$ cat src/rtl/if_id_pkg.sv
// -----------------------------------------------------------------------------
// if_id_pkg
// Shared definitions for the IF/ID pipeline boundary and later decode stages.
//   ADDR_W     default PC width
//   INSTR_W    default instruction width
//   NOP_INSTR  encoding presented to Decode when no instruction is available
//   fetch_pkt_t  (pc, instr) pair as delivered by Fetch on a cache hit
// -----------------------------------------------------------------------------
package if_id_pkg;

    localparam int ADDR_W  = 64;
    localparam int INSTR_W = 32;

    localparam logic [31:0] NOP_INSTR = 32'hD503201F;

    typedef struct packed {
        logic [ADDR_W-1:0]  pc;
        logic [INSTR_W-1:0] instr;
    } fetch_pkt_t;

endpackage : if_id_pkg

$ cat src/rtl/fetch_queue.sv
// -----------------------------------------------------------------------------
// fetch_queue
// Generic synchronous FIFO of packets (default fetch_pkt_t). Reads are a
// combinational view of the entry at the read pointer; a written entry
// becomes visible only after the clock edge that stores it.
// Ports:
//   clk_i     clock (rising edge)
//   rst_ni    synchronous active-low reset, highest priority
//   clear_i   drop every entry and rewind both pointers
//   push_i    write data_i at the write pointer (ignored when full)
//   pop_i     advance the read pointer (ignored when empty)
//   data_i    packet to store
//   data_o    packet at the read pointer (stale when empty)
//   full_o    count == DEPTH
//   empty_o   count == 0
//   count_o   number of stored entries
// -----------------------------------------------------------------------------
module fetch_queue
    import if_id_pkg::*;
#(
    parameter int  DEPTH = 2,
    parameter type T     = fetch_pkt_t,
    parameter int  PTR_W = $clog2(DEPTH),
    parameter int  CNT_W = $clog2(DEPTH) + 1
) (
    input  logic             clk_i,
    input  logic             rst_ni,
    input  logic             clear_i,
    input  logic             push_i,
    input  logic             pop_i,
    input  T                 data_i,
    output T                 data_o,
    output logic             full_o,
    output logic             empty_o,
    output logic [CNT_W-1:0] count_o
);

    logic [PTR_W-1:0] wptr_q, wptr_d;
    logic [PTR_W-1:0] rptr_q, rptr_d;
    logic [CNT_W-1:0] count_q, count_d;
    T                 mem_q [DEPTH];

    logic push_ok;
    logic pop_ok;

    assign full_o  = (count_q == CNT_W'(DEPTH));
    assign empty_o = (count_q == '0);
    assign count_o = count_q;
    assign data_o  = mem_q[rptr_q];

    assign push_ok = push_i & ~full_o;
    assign pop_ok  = pop_i & ~empty_o;

    always_comb begin
        // NOTE: every next-state signal gets its hold value first so no path leaves it unassigned (no latch).
        wptr_d  = wptr_q;
        rptr_d  = rptr_q;
        count_d = count_q;
        if (clear_i) begin
            wptr_d  = '0;
            rptr_d  = '0;
            count_d = '0;
        end else begin
            // DEPTH is a power of two, so pointer overflow is the modulo wrap.
            if (push_ok) wptr_d = wptr_q + PTR_W'(1);
            if (pop_ok)  rptr_d = rptr_q + PTR_W'(1);
            unique case ({push_ok, pop_ok})
                2'b10:   count_d = count_q + CNT_W'(1);
                2'b01:   count_d = count_q - CNT_W'(1);
                default: count_d = count_q;
            endcase
        end
    end

    always_ff @(posedge clk_i) begin
        // NOTE: state registers use non-blocking assignments so all flops update together at the edge.
        if (!rst_ni) begin
            wptr_q  <= '0;
            rptr_q  <= '0;
            count_q <= '0;
        end else begin
            wptr_q  <= wptr_d;
            rptr_q  <= rptr_d;
            count_q <= count_d;
        end
    end

    // NOTE: storage is deliberately not reset; an entry is only observable once count covers it.
    always_ff @(posedge clk_i) begin
        if (rst_ni && !clear_i && push_ok) begin
            mem_q[wptr_q] <= data_i;
        end
    end

endmodule : fetch_queue

$ cat src/rtl/if_id_stage.sv
// -----------------------------------------------------------------------------
// if_id_stage
// Fetch -> Decode pipeline boundary. Captures (PC, instruction) pairs on a
// cache hit into a DEPTH-entry elastic queue, presents the head to Decode
// with a valid/ready handshake, discards everything on a taken-branch Flush
// and stalls Fetch while the queue is full.
// Ports:
//   Clock              clock (rising edge)
//   Reset_n            synchronous active-low reset
//   FetchPC            PC presented by Fetch
//   FetchInstruction   instruction word from the instruction cache
//   FetchHit           FetchPC/FetchInstruction valid this cycle
//   Flush              taken branch; current and queued instructions are wrong-path
//   DecodeReady        Decode accepts the head entry
//   DecodeValid        head entry valid
//   DecodePC           head PC (0 when empty)
//   DecodeInstruction  head instruction (NOP when empty)
//   FetchStall         queue full; Fetch holds its PC
//   PerfDelivered      saturating count of pops          (IF_ID_PERF_EN only)
//   PerfBubbles        saturating count of starved cycles (IF_ID_PERF_EN only)
// Optional feature macro: IF_ID_PERF_EN
// -----------------------------------------------------------------------------
module if_id_stage
    import if_id_pkg::*;
#(
    parameter int DEPTH   = 2,
    parameter int ADDR_W  = if_id_pkg::ADDR_W,
    parameter int INSTR_W = if_id_pkg::INSTR_W
) (
    input  logic               Clock,
    input  logic               Reset_n,
    input  logic [ADDR_W-1:0]  FetchPC,
    input  logic [INSTR_W-1:0] FetchInstruction,
    input  logic               FetchHit,
    input  logic               Flush,
    input  logic               DecodeReady,
    output logic               DecodeValid,
    output logic [ADDR_W-1:0]  DecodePC,
    output logic [INSTR_W-1:0] DecodeInstruction,
    output logic               FetchStall
`ifdef IF_ID_PERF_EN
    ,
    output logic [31:0]        PerfDelivered,
    output logic [31:0]        PerfBubbles
`endif
);

    // Same layout as fetch_pkt_t, but tracking this instance's widths.
    typedef struct packed {
        logic [ADDR_W-1:0]  pc;
        logic [INSTR_W-1:0] instr;
    } pkt_t;

    localparam int CNT_W = $clog2(DEPTH) + 1;

    pkt_t             wr_pkt;
    pkt_t             head_pkt;
    logic             q_full;
    logic             q_empty;
    logic [CNT_W-1:0] q_count;
    logic             push;
    logic             pop;

    assign wr_pkt = '{pc: FetchPC, instr: FetchInstruction};

    // Flush wins over both push and pop. FetchStall comes from the registered
    // count only, so DecodeReady never reaches it combinationally.
    assign push = FetchHit & ~q_full & ~Flush;
    assign pop  = DecodeValid & DecodeReady & ~Flush;

    fetch_queue #(
        .DEPTH (DEPTH),
        .T     (pkt_t)
    ) u_queue (
        .clk_i   (Clock),
        .rst_ni  (Reset_n),
        .clear_i (Flush),
        .push_i  (push),
        .pop_i   (pop),
        .data_i  (wr_pkt),
        .data_o  (head_pkt),
        .full_o  (q_full),
        .empty_o (q_empty),
        .count_o (q_count)
    );

    assign DecodeValid = ~q_empty;
    assign FetchStall  = q_full;

    // Mask stale storage so an empty queue always shows PC 0 / NOP.
    always_comb begin
        DecodePC          = '0;
        DecodeInstruction = INSTR_W'(NOP_INSTR);
        if (!q_empty) begin
            DecodePC          = head_pkt.pc;
            DecodeInstruction = head_pkt.instr;
        end
    end

`ifdef IF_ID_PERF_EN
    logic [31:0] delivered_q, delivered_d;
    logic [31:0] bubbles_q, bubbles_d;

    always_comb begin
        delivered_d = delivered_q;
        bubbles_d   = bubbles_q;
        if (pop && (delivered_q != '1))                       delivered_d = delivered_q + 32'd1;
        if (DecodeReady && !DecodeValid && (bubbles_q != '1)) bubbles_d   = bubbles_q + 32'd1;
    end

    always_ff @(posedge Clock) begin
        if (!Reset_n) begin
            delivered_q <= '0;
            bubbles_q   <= '0;
        end else begin
            delivered_q <= delivered_d;
            bubbles_q   <= bubbles_d;
        end
    end

    assign PerfDelivered = delivered_q;
    assign PerfBubbles   = bubbles_q;
`endif

    // Occupancy is fully reflected by full/empty at this boundary.
    logic unused_count;
    assign unused_count = ^q_count;

endmodule : if_id_stage

$ cat config.mk
export PLATFORM = sky130hd
export DESIGN_NAME = if_id_stage
export DESIGN_NICKNAME = d
export VERILOG_FILES = /design/src/rtl/if_id_pkg.sv /design/src/rtl/fetch_queue.sv /design/src/rtl/if_id_stage.sv
export SDC_FILE = /design/constraint.sdc
export NUM_CORES = 1
export LEC_CHECK = 0
export ABC_CLOCK_PERIOD_IN_PS = 9400
export BUFFER_PORTS_ARGS = -buffer_cell sky130_fd_sc_hd__buf_4
export CELL_PAD_IN_SITES_DETAIL_PLACEMENT = 1
export CELL_PAD_IN_SITES_GLOBAL_PLACEMENT = 1
export CORE_MARGIN = 10
export CORE_UTILIZATION = 45
export CTS_BUF_LIST = sky130_fd_sc_hd__clkbuf_4
export CTS_CLUSTER_SIZE = 20
export DETAILED_ROUTE_END_ITERATION = 8
export PLACE_DENSITY_LB_ADDON = 0.3
export SYNTH_ARGS = -nofsm -noshare
export SYNTH_HDL_FRONTEND = slang
export SYNTH_SLANG_ARGS = --single-unit
$ cat constraint.sdc
create_clock -name Clock -period 9.4 [get_ports Clock]
set_input_delay 1.41 -clock Clock [delete_from_list [all_inputs] [get_ports Clock]]
set_output_delay 1.41 -clock Clock [all_outputs]
set_load 0.005 [all_outputs]
==> flow_summary.json, run 1 <==
{
  "p_per_area_nw_per_um2": 160.3,
  "antenna_found_initial": 0,
  "fill_cells": 1553,
  "io_pins": 199,
  "synth-edff-count": 192,
  "clkLatencyLatePin_ns": 0.53,
  "vias_per_cell": 4.939,
  "synthDominantCellAreaShare_pct": 77.28,
  "drc": 0,
  "cts-root-buf": "clkbuf_4",
  "synthesis.instances": 436,
  "clk_pin_slew_ns": 0.15,
  "dp_cells": 839,
  "die_h_um": 148.8,
  "row_count": 47,
  "place_hpwl_um": 12510,
  "cp_max_fo": 49,
  "hold_buffers": 0,
  "p_seq_share_pct": 65.3,
  "dr.pass1.iters": 4,
  "cts-root-to-sink-buffers": 2,
  "critPathLaunchType": "flip-flop",
  "ys_ff_latch": 197,
  "end_kind": "output pin",
  "fmax_ghz": 0.2280,
  "ir_drop_uv": 79.41,
  "avgSynthCellArea_um2": 17.11,
  "yosysUniqueCellTypes": 20,
  "syn_area_um2": 7461,
  "synthToLayoutAreaGrowth_pct": 26.33,
  "vias": 4302,
  "cts_tree": "built",
  "core_area_um2": 16410,
  "synth.largest_area_cell": "edfxtp_1",
  "cp_top_family": "buffers and inverters",
  "clock_power_share_pct": 28.2,
  "die_w_um": 148.8,
  "post-route-period-util_pct": 46.66,
  "drv_slew": 0,
  "critical_path_arrival_ns": 2.98,
  "ant_nets": 0,
  "status": "complete, no violations",
  "hold_viol_final": 0,
  "setup_viol": 0,
  "setup_tns_ns": 0,
  "fin_ws_ns": 5.014,
  "final_cell_count_no_fill": 871,
  "rsz0062_at_grt": "false",
  "routed_wl_um": 17780,
  "placedInstanceArea_um2": 9155,
  "post_cts_buffers": 0,
  "synth-seq-area-share_pct": 78.62,
  "first_iter_violations": 271,
  "n_antenna_cell": 0,
  "synthArstFlopShare_pct": 0,
  "avgRoutedWirePerCell_um": 20.41,
  "cp_cell_sequence": "buf_4 -> mux2i_1 -> nor2_1 -> buf_4",
  "yosys-top-cells-count": "edfxtp_1 (192), mux2i_1 (96), nor2_1 (88)",
  "fin_nets": 740,
  "grt_max_degree": 85,
  "die_area_um2": 22130,
  "path_common_cell": "buf_4",
  "power.switching_uw": 319.6,
  "required_ns": 7.99,
  "relSlewSlack_pct": 34.12,
  "min_period_ns": 4.386,
  "fin_skew_ns": 0.01449,
  "p_sw_share_pct": 21.16,
  "hold_class": "flip-flop to flip-flop",
  "htreeDepth": 4,
  "cp_slowest_cell": "dfxtp_4",
  "fin_area_um2": 9425,
  "syn_nets": 538,
  "slowest_delay_ns": 0.94,
  "path_buf_inv": 2,
  "place_ws_ns": 5.636,
  "grt_pass1_wl_um": 27190,
  "internal-power_mw": 1.191,
  "grt_usage_pct": 15.93,
  "start_util_pct": 45.47,
  "grt_pass1_vias": 4832,
  "cts_resized": 0,
  "ys_warn_count": 0,
  "layout-drive-gt1-share_pct": 36.25,
  "cts.sinks": 197,
  "path_class": "flip-flop to output pin",
  "p_leak_nw": 3.335,
  "grt-ovfl-total": 0,
  "cap_violations": 0,
  "place_congestion": 0.7515,
  "yosys-top-cells-area": "edfxtp_1 (77%), mux2i_1 (13%), nor2_1 (4.4%), dfxtp_1 (1.3%), buf_2 (0.94%)",
  "yosysMostFrequentCell": "edfxtp_1",
  "fin_util_pct": 57.45,
  "worst_slew_pin_slew_ns": 0.9882,
  "port_buffers": 198,
  "cts_buffers": 17,
  "p_comb_share_pct": 6.5,
  "synth_ff_type": "edfxtp_1"
}
## flip-flops by register name (all words and copies together), names as in the netlist, named ones only
name and flops:
u_queue.mem_q 192, u_queue.count_o 2, u_queue.rptr_q 1, u_queue.wptr_q 1
## power by group through the flow
stage	Sequential [mW]	Clock, mW	Combinational (mW)
floorplan	1.01	0	0.0331
global placement	1.01	0	0.0959
detailed placement	1.01	0	0.101
CTS	0.987	0.445	0.101
global route	0.988	0.480	0.108
finish	0.986	0.426	0.0986
## cells by family (layout without fill, tap and decap cells)
family | Yosys count | in the layout | synth area share, %
compound gates | 5 | 5 | 0.3690
flops | 197 | 197 | 78.62
buf+inv | 25 | 240 | 1.995
mux | 96 | 96 | 12.88
xor+xnor | 3 | 3 | 0.3522
fa+ha+maj | 1 | 1 | 0.1677
simple gates | 109 | 109 | 5.618
## cell usage in the layout (no fill, tap or decap), drive strengths merged, types with 5 or more instances in the layout
cell type	n
buf	204
clkbuf	18
clkinv	8
dfxtp	5
edfxtp	192
inv	6
mux2i	96
nand2	15
nor2	88
## final timing paths
check / cells after the start / slack [ns] / endpoint / from
max: 4 / 5.01 / DecodePC[32] / flip-flop
min reg2reg: 2 / 0.54 / u_queue.rptr_q$_SDFFE_PP0P_ / u_queue.rptr_q$_SDFFE_PP0P_
max reg2reg: 4 / 7.29 / u_queue.mem_q[0][81]$_DFFE_PP_ / u_queue.count_o[0]$_SDFFE_PP0P_
min: 2 / 0.54 / u_queue.rptr_q$_SDFFE_PP0P_ / u_queue.rptr_q$_SDFFE_PP0P_
## worst min-delay path, stage by stage (launching register included)
cell     delay [ns]
dfxtp_1        0.35
xor2_1         0.08
nor2_1         0.09
## metrics by stage
stage | hold WS, ns | power (mW)
after floorplan | 0.4725 | 1.040
after detailed placement | 0.5235 | 1.107
after CTS | 0.5562 | 1.533
after global placement | 0.4917 | 1.101
after global routing | 0.5763 | 1.576
final | 0.5445 | 1.511
## area by class of cell
class	count	area, µm²	area share [%]
Sequential cell	197	5869	62.27
Tap cell	220	275.3	2.920
Inverter	4	15.01	0.1593
Clock inverter	14	135.1	1.434
Timing Repair Buffer	204	1531	16.25
Multi-Input combinational cell	214	1464	15.53
Clock buffer	18	135.1	1.434
## layer usage
metal	up-vias	share of wire [%]	track usage [%]	wire length (µm)
li1	2011	-	-	-
met1	2126	40	18.79	7109
met2	149	51	26.68	9051
met3	16	7.6	5.734	1357
met4	0	1.5	5.103	259
met5	-	0	0	0
No activity file was read; power rests on OpenSTA's default activity.
==> inputs of run 2 (changes only) <==
Settings changed: ABC_AREA set to 1, ABC_CLOCK_PERIOD_IN_PS 9400 to 4100, CORE_UTILIZATION 45 to 43.
Clock period 9.4 ns to 4.1 ns, I/O delays scaled along.
==> run 2 against run 1 <==
Final cell count rose by 13%. Clock-buffer cell count is 1 higher. Sequential cell count stayed put. Hold slack worse by 0.33 ns. Sequential share of layout area is 0.53 points higher. Setup slack worse by 4.0 ns. Die area increased by 3.7%. Synthesized cell count is 27% higher. First-iteration DRC count increased by 2.6%. Area after synthesis down 0.37%. Combinational power up 130%.
==> flow_summary.json, run 2 <==
{
  "status": "complete, no violations",
  "setup_tns_ns": 0,
  "use_met1_pct": 18.97,
  "hold_viol_final": 0,
  "relSlewSlack_pct": 31.77,
  "hold_class": "input port to flip-flop",
  "p_sw_share_pct": 22.02,
  "synthArstFlopShare_pct": 0,
  "die_w_um": 151.5,
  "first_iter_violations": 278,
  "cp_max_fo": 96,
  "yosys-top-cells-count": "nand2_1 (201), edfxtp_1 (192), a21oi_1 (85)",
  "core_area_um2": 17120,
  "worst_slew_pin_slew_ns": 1.024,
  "grt_pass1_vias": 5415,
  "slowest_delay_ns": 0.77,
  "clkLatencyLatePin_ns": 0.58,
  "end_kind": "output pin",
  "syn_area_um2": 7433,
  "vias": 4917,
  "fin_ws_ns": 1.014,
  "drc": 0,
  "place_ws_ns": 1.627,
  "routed_wl_um": 19800,
  "row_count": 48,
  "start_util_pct": 43.43,
  "avgRoutedWirePerCell_um": 20.10,
  "min_period_ns": 3.086,
  "synth.largest_area_cell": "edfxtp_1",
  "final_common_cell": "buf_4",
  "p_seq_share_pct": 66.0,
  "cts-root-to-sink-buffers": 2,
  "cts_buffers": 17,
  "grt_max_degree": 97,
  "fill_cells": 1793,
  "synth_fa_ha_area_share_pct": 0.1683,
  "internal-power_mw": 2.673,
  "htreeDepth": 4,
  "place_congestion": 0.7521,
  "synth-edff-count": 192,
  "hold_buffers": 0,
  "yosysMostFrequentCell": "nand2_1",
  "power.switching_uw": 754.7,
  "cts-root-buf": "clkbuf_4",
  "vias_per_cell": 4.992,
  "yosysUniqueCellTypes": 16,
  "cp_top_family": "buffers and inverters",
  "met2_usage_pct": 30.73,
  "yosys-top-cells-area": "edfxtp_1 (78%), nand2_1 (10%), a21oi_1 (5.7%), buf_2 (1.4%), dfxtp_1 (1.3%)",
  "die_h_um": 151.5,
  "cp_cell_sequence": "inv_4 -> nand2_1 -> a21oi_1 -> buf_4",
  "grt_usage_pct": 17.12,
  "multiInputGateArea_um2": 1356,
  "synth_xor_area_share_pct": 0,
  "required_ns": 3.48,
  "cp_slowest_cell": "inv_4",
  "synth_ff_type": "edfxtp_1",
  "clock_power_share_pct": 27.4,
  "synth_simple_gate_area_share_pct": 11.92,
  "post-route-period-util_pct": 75.27,
  "cts.sinks": 197,
  "regArea_um2": 5869,
  "port_buffers": 198,
  "path_class": "flip-flop to output pin",
  "synth_top_family_by_area": "simple AND/OR/NAND/NOR gates",
  "ant_nets": 0,
  "avgSynthCellArea_um2": 13.44,
  "fin_skew_ns": 0.01796,
  "synthToLayoutAreaGrowth_pct": 25.74,
  "p_leak_nw": 3.600,
  "place_hpwl_um": 13500,
  "ys_warn_count": 0,
  "synth_compound_area_share_pct": 5.790,
  "post_cts_buffers": 0,
  "synthDominantCellAreaShare_pct": 77.56,
  "largest_reg_flops": 192,
  "top_register": "u_queue.mem_q",
  "cts_tree": "built",
  "clk_pin_slew_ns": 0.15,
  "grt-ovfl-total": 0,
  "layout-drive-gt1-share_pct": 31.66,
  "critPathLaunchType": "flip-flop",
  "p_per_area_nw_per_um2": 366.7,
  "fmax_ghz": 0.3240,
  "cts_resized": 0,
  "synth.area.mux_share_pct": 0,
  "critical_path_arrival_ns": 2.47,
  "io_pins": 199,
  "most-common-layout-cells": "buf_4 (203), nand2_1 (201), edfxtp_1 (192), a21oi_1 (85), clkbuf_4 (19)",
  "fin_nets": 847,
  "antenna_found_initial": 1,
  "setup_viol": 0,
  "die_area_um2": 22950,
  "synthesis.instances": 553,
  "dr.pass1.iters": 4,
  "path_buf_inv": 2,
  "synth-seq-area-share_pct": 78.91,
  "grt_pass1_wl_um": 29860,
  "ir_drop_uv": 182.9,
  "grt_busiest_layer": "met2",
  "use_met3_pct": 5.227,
  "p_comb_share_pct": 6.6,
  "rsz0062_at_grt": "false",
  "cap_violations": 0,
  "syn_nets": 655,
  "ys_ff_latch": 197,
  "drv_slew": 0
}
-- run 2: changes by cell type in the layout (fill, tap and decap cells not counted), moves of 2 or more --
| cell | previous run | this run |
|---|---|---|
| nand2_1 | 15 | 201 |
| mux2i_1 | 96 | 0 |
| a21oi_1 | 2 | 85 |
| nor2_1 | 87 | 9 |
| nand3_1 | 2 | 15 |
| clkinv_4 | 2 | 6 |
| inv_1 | 4 | 7 |
| diode_2 | 0 | 2 |
| inv_6 | 2 | 0 |
| nor3_2 | 2 | 0 |
| nor3_4 | 0 | 2 |
| xor2_1 | 2 | 0 |
-- run 2: cells by family after synthesis --
logic type	Yosys count
AOI/OAI and AO/OA	86
adders and majority gates	1
buffers and inverters	40
DFF	197
and+or+nand+nor	229
-- run 2: final timing paths --
| check | startpoint | to | slack (ns) | cells past startpoint |
|---|---|---|---|---|
| max | flip-flop | DecodeInstruction[14] | 1.01 | 4 |
| min | FetchPC[58] | u_queue.mem_q[0][90]$_DFFE_PP_ | 0.21 | 1 |
| max reg2reg | u_queue.count_o[0]$_SDFFE_PP0P_ | u_queue.count_o[1]$_SDFFE_PP0P_ | 1.60 | 10 |
| min reg2reg | u_queue.rptr_q$_SDFFE_PP0P_ | u_queue.rptr_q$_SDFFE_PP0P_ | 0.55 | 2 |
-- run 2: area by class of cell --
type / count / area share (%)
flip-flops and latches: 197 / 62.80
repair buffers: 204 / 16.52
multi-input cells: 316 / 14.51
well taps: 225 / 3.012
clock buffers: 19 / 1.526
clock inverters: 13 / 1.191
inverters: 9 / 0.3882
diodes: 2 / 0.05355
-- run 2: worst register-to-register path, delay by kind of cell (launching register included) --
| kind | cells | cell delay (ns) |
|---|---|---|
| flip-flops | 1 | 0.39 |
| buffers and inverters | 2 | 0.43 |
| adder cells (fa/ha/maj) | 1 | 0.32 |
| AND/OR/NAND/NOR | 7 | 1.30 |
-- run 2: power groups by stage --
stage | clock network, mW | registers (mW) | logic [mW]
floorplan | 0 | 2.31 | 0.0742
global placement | 0 | 2.30 | 0.220
detailed placement | 0 | 2.31 | 0.231
CTS | 0.981 | 2.26 | 0.232
global route | 1.05 | 2.26 | 0.251
finish | 0.939 | 2.26 | 0.227
-- run 2: per-layer routing --
layer  share of wire [%]  vias up  routed length, µm
met3                 6.2       23               1231
met2                  54      126              10720
met1                  38     2446               7546
li1                    -     2322                  -
met5                   0        -                  0
met4                 1.6        0                308
-- run 2: stage by stage --
| step | area, µm² | util (%) | instances | power, mW | hold WS (ns) |
|---|---|---|---|---|---|
| 2_1_floorplan | 7456 | - | 553 | 2.379 | 0.4645 |
| 3_3_place_gp | 9087 | 53.09 | 951 | 2.524 | 0.4869 |
| 3_5_place_dp | 9087 | 53.09 | 951 | 2.538 | 0.5276 |
| 4_1_cts | 9341 | 54.58 | 983 | 3.475 | 0.1468 |
| 5_1_grt | 9346 | 54.61 | 985 | 3.564 | 0.1387 |
| 6_report | 9346 | 54.61 | 985 | 3.427 | 0.2102 |
==> inputs of run 3 (changes only) <==
Settings changed: ABC_CLOCK_PERIOD_IN_PS 4100 to 2900.
Clock period 4.1 ns to 2.9 ns, I/O delays scaled along.
==> run 3 against run 2 <==
Setup slack lost 0.78 ns. Sequential share of layout area shrank 5.4 points. Clock skew decreased by 0.0029 ns. Final cell count grew 8.7%. Hold slack lost 0.13 ns. Non-clock buffer count up 86. Global-route usage hardly changed. Combinational power rose by 88%.
==> flow_summary.json, run 3 (synthesized netlist as in run 2, its figures left out) <==
{
  "first_iter_violations": 288,
  "reg2regPathDepth": 6,
  "routed_wl_um": 21380,
  "cts_tree": "built",
  "hold_class": "input port to flip-flop",
  "status": "complete, no violations",
  "required_ns": 2.47,
  "hold_viol_final": 0,
  "die_area_um2": 22950,
  "die_h_um": 151.5,
  "critPathLaunchType": "flip-flop",
  "end_kind": "output pin",
  "placedInstanceArea_um2": 9169,
  "die_w_um": 151.5,
  "fin_skew_ns": 0.01501,
  "cts_buffers": 17,
  "ant_nets": 0,
  "post-route-period-util_pct": 92.10,
  "clk_pin_slew_ns": 0.15,
  "grt_pass1_vias": 5463,
  "final_common_cell": "buf_4",
  "cts.sinks": 197,
  "vias_per_cell": 4.909,
  "path_class": "flip-flop to output pin",
  "p_leak_nw": 3.965,
  "largest_reg_flops": 192,
  "most-common-layout-cells": "buf_4 (206), nand2_1 (200), edfxtp_1 (192), a21oi_1 (85), dlygate4sd3_1 (81)",
  "grt-ovfl-total": 0,
  "place_hpwl_um": 13660,
  "fill_cells": 1733,
  "start_util_pct": 43.43,
  "power.switching_mw": 1.088,
  "p_seq_share_pct": 64.9,
  "cap_violations": 0,
  "antenna_found_initial": 2,
  "worst_slew_pin_slew_ns": 0.5910,
  "grt_usage_pct": 17.14,
  "hold_end": "u_queue.mem_q[1][77]$_DFFE_PP_",
  "setup_viol": 0,
  "clkLatencyLatePin_ns": 0.54,
  "relSlewSlack_pct": 60.60,
  "port_buffers": 198,
  "row_count": 48,
  "dr.pass1.iters": 4,
  "cp_slowest_cell": "dfxtp_4",
  "synthToLayoutAreaGrowth_pct": 37.69,
  "setup_tns_ns": 0,
  "layout-drive-gt1-share_pct": 29.50,
  "p_sw_share_pct": 22.08,
  "r2r_end": "u_queue.mem_q[0][39]$_DFFE_PP_",
  "grt_pass1_wl_um": 29640,
  "hold_start": "FetchPC[45]",
  "p_per_area_nw_per_um2": 481.4,
  "avgRoutedWirePerCell_um": 19.96,
  "io_pins": 199,
  "rrSetupSlack_ns": 1.15,
  "drv_slew": 0,
  "drc": 0,
  "rr_startpoint": "u_queue.count_o[1]$_SDFFE_PP0P_",
  "hold_depth": 1,
  "cp_max_fo": 51,
  "cp_cell_sequence": "inv_6 -> buf_12 -> nand2_1 -> a21oi_1 -> buf_4",
  "grt_max_degree": 63,
  "internal-power_mw": 3.839,
  "post_cts_buffers": 0,
  "p_comb_share_pct": 8.6,
  "vias": 5258,
  "htreeDepth": 4,
  "top_register": "u_queue.mem_q",
  "core_area_um2": 17120,
  "fmax_ghz": 0.3744,
  "rsz0062_at_grt": "false",
  "place_congestion": 0.7527,
  "cts-root-to-sink-buffers": 2,
  "clock_power_share_pct": 26.5,
  "critical_path_arrival_ns": 2.24,
  "ir_drop_uv": 247.2,
  "slowest_delay_ns": 0.51,
  "dp_cells": 956,
  "final_cell_count_no_fill": 1071,
  "cts-root-buf": "clkbuf_4",
  "hold_ws_ns": 0.07597,
  "fin_area_um2": 10230,
  "fin_nets": 933,
  "min_period_ns": 2.671
}
## run 3: changes by cell type in the layout (fill, tap and decap cells not counted), moves of 2 or more
cell	before	now
clkinv_4	6	3
buf_12	1	3
inv_1	7	5
buf_4	203	206
inv_6	0	2
clkinvlp_4	1	3
dlygate4sd3_1	0	81
## run 3: worst max path at each step
| stage | startpoint | endpoint | slack [ns] | cells past startpoint |
|---|---|---|---|---|
| after detailed placement | flip-flop | DecodePC[26] | 0.70 | 5 |
| after floorplan | FetchHit | u_queue.mem_q[0][0]$_DFFE_PP_ | -0.48 | 4 |
| after global routing | flip-flop | DecodePC[44] | 0.03 | 5 |
| after global placement | flip-flop | DecodePC[6] | 0.74 | 5 |
| after CTS | flip-flop | DecodePC[44] | 0.04 | 5 |
| final | flip-flop | DecodePC[25] | 0.23 | 5 |
## run 3: timing repair
action,in CTS,in global routing
hold endpoints to repair,25,125
hold buffers,14,67
setup endpoints to repair,0,22
resized for setup,0,1
## run 3: per-layer routing
layer  up-vias  track usage (%)  share of wire, %  wire length, µm
met2       125            30.77                56            12070
met1      2619            18.68                37             7886
met3        18            5.019               5.4             1159
met4         0            6.545               1.2              261
li1       2496                -                 -                -
met5         -                0                 0                0
## run 3: critical path: cells and delay by family (launching register included)
| family | cells | cell delay (ns) |
|---|---|---|
| AOI/OAI and AO/OA | 1 | 0.19 |
| buffers and inverters | 3 | 0.80 |
| and+or+nand+nor | 1 | 0.14 |
| DFF | 1 | 0.51 |
## run 3: layout make-up
cell class / instances / area (µm²) / area share (%)
inverters: 9 / 46.29 / 0.4523
diodes: 2 / 5.005 / 0.04890
clock buffers: 18 / 135.1 / 1.320
multi-input cells: 316 / 1366 / 13.35
well taps: 225 / 281.5 / 2.751
repair buffers: 290 / 2417 / 23.62
flip-flops and latches: 197 / 5871 / 57.36
clock inverters: 14 / 112.6 / 1.100
## run 3: power by group through the flow
stage / Clock (mW) / Combinational [mW] / Sequential (mW)
2_1_floorplan: 0 / 0.107 / 3.26
3_3_place_gp: 0 / 0.319 / 3.26
3_5_place_dp: 0 / 0.335 / 3.26
4_1_cts: 1.36 / 0.352 / 3.20
5_1_grt: 1.47 / 0.463 / 3.20
6_report: 1.30 / 0.426 / 3.20
## run 3: through the flow
step	power (mW)	util, %	setup WS (ns)
global placement	3.577	53.57	0.7365
floorplan	3.366	-	-0.4822
detailed placement	3.597	53.57	0.7032
global route	5.130	59.80	0.03313
CTS	4.905	55.83	0.04056
finish	4.927	59.80	0.2292
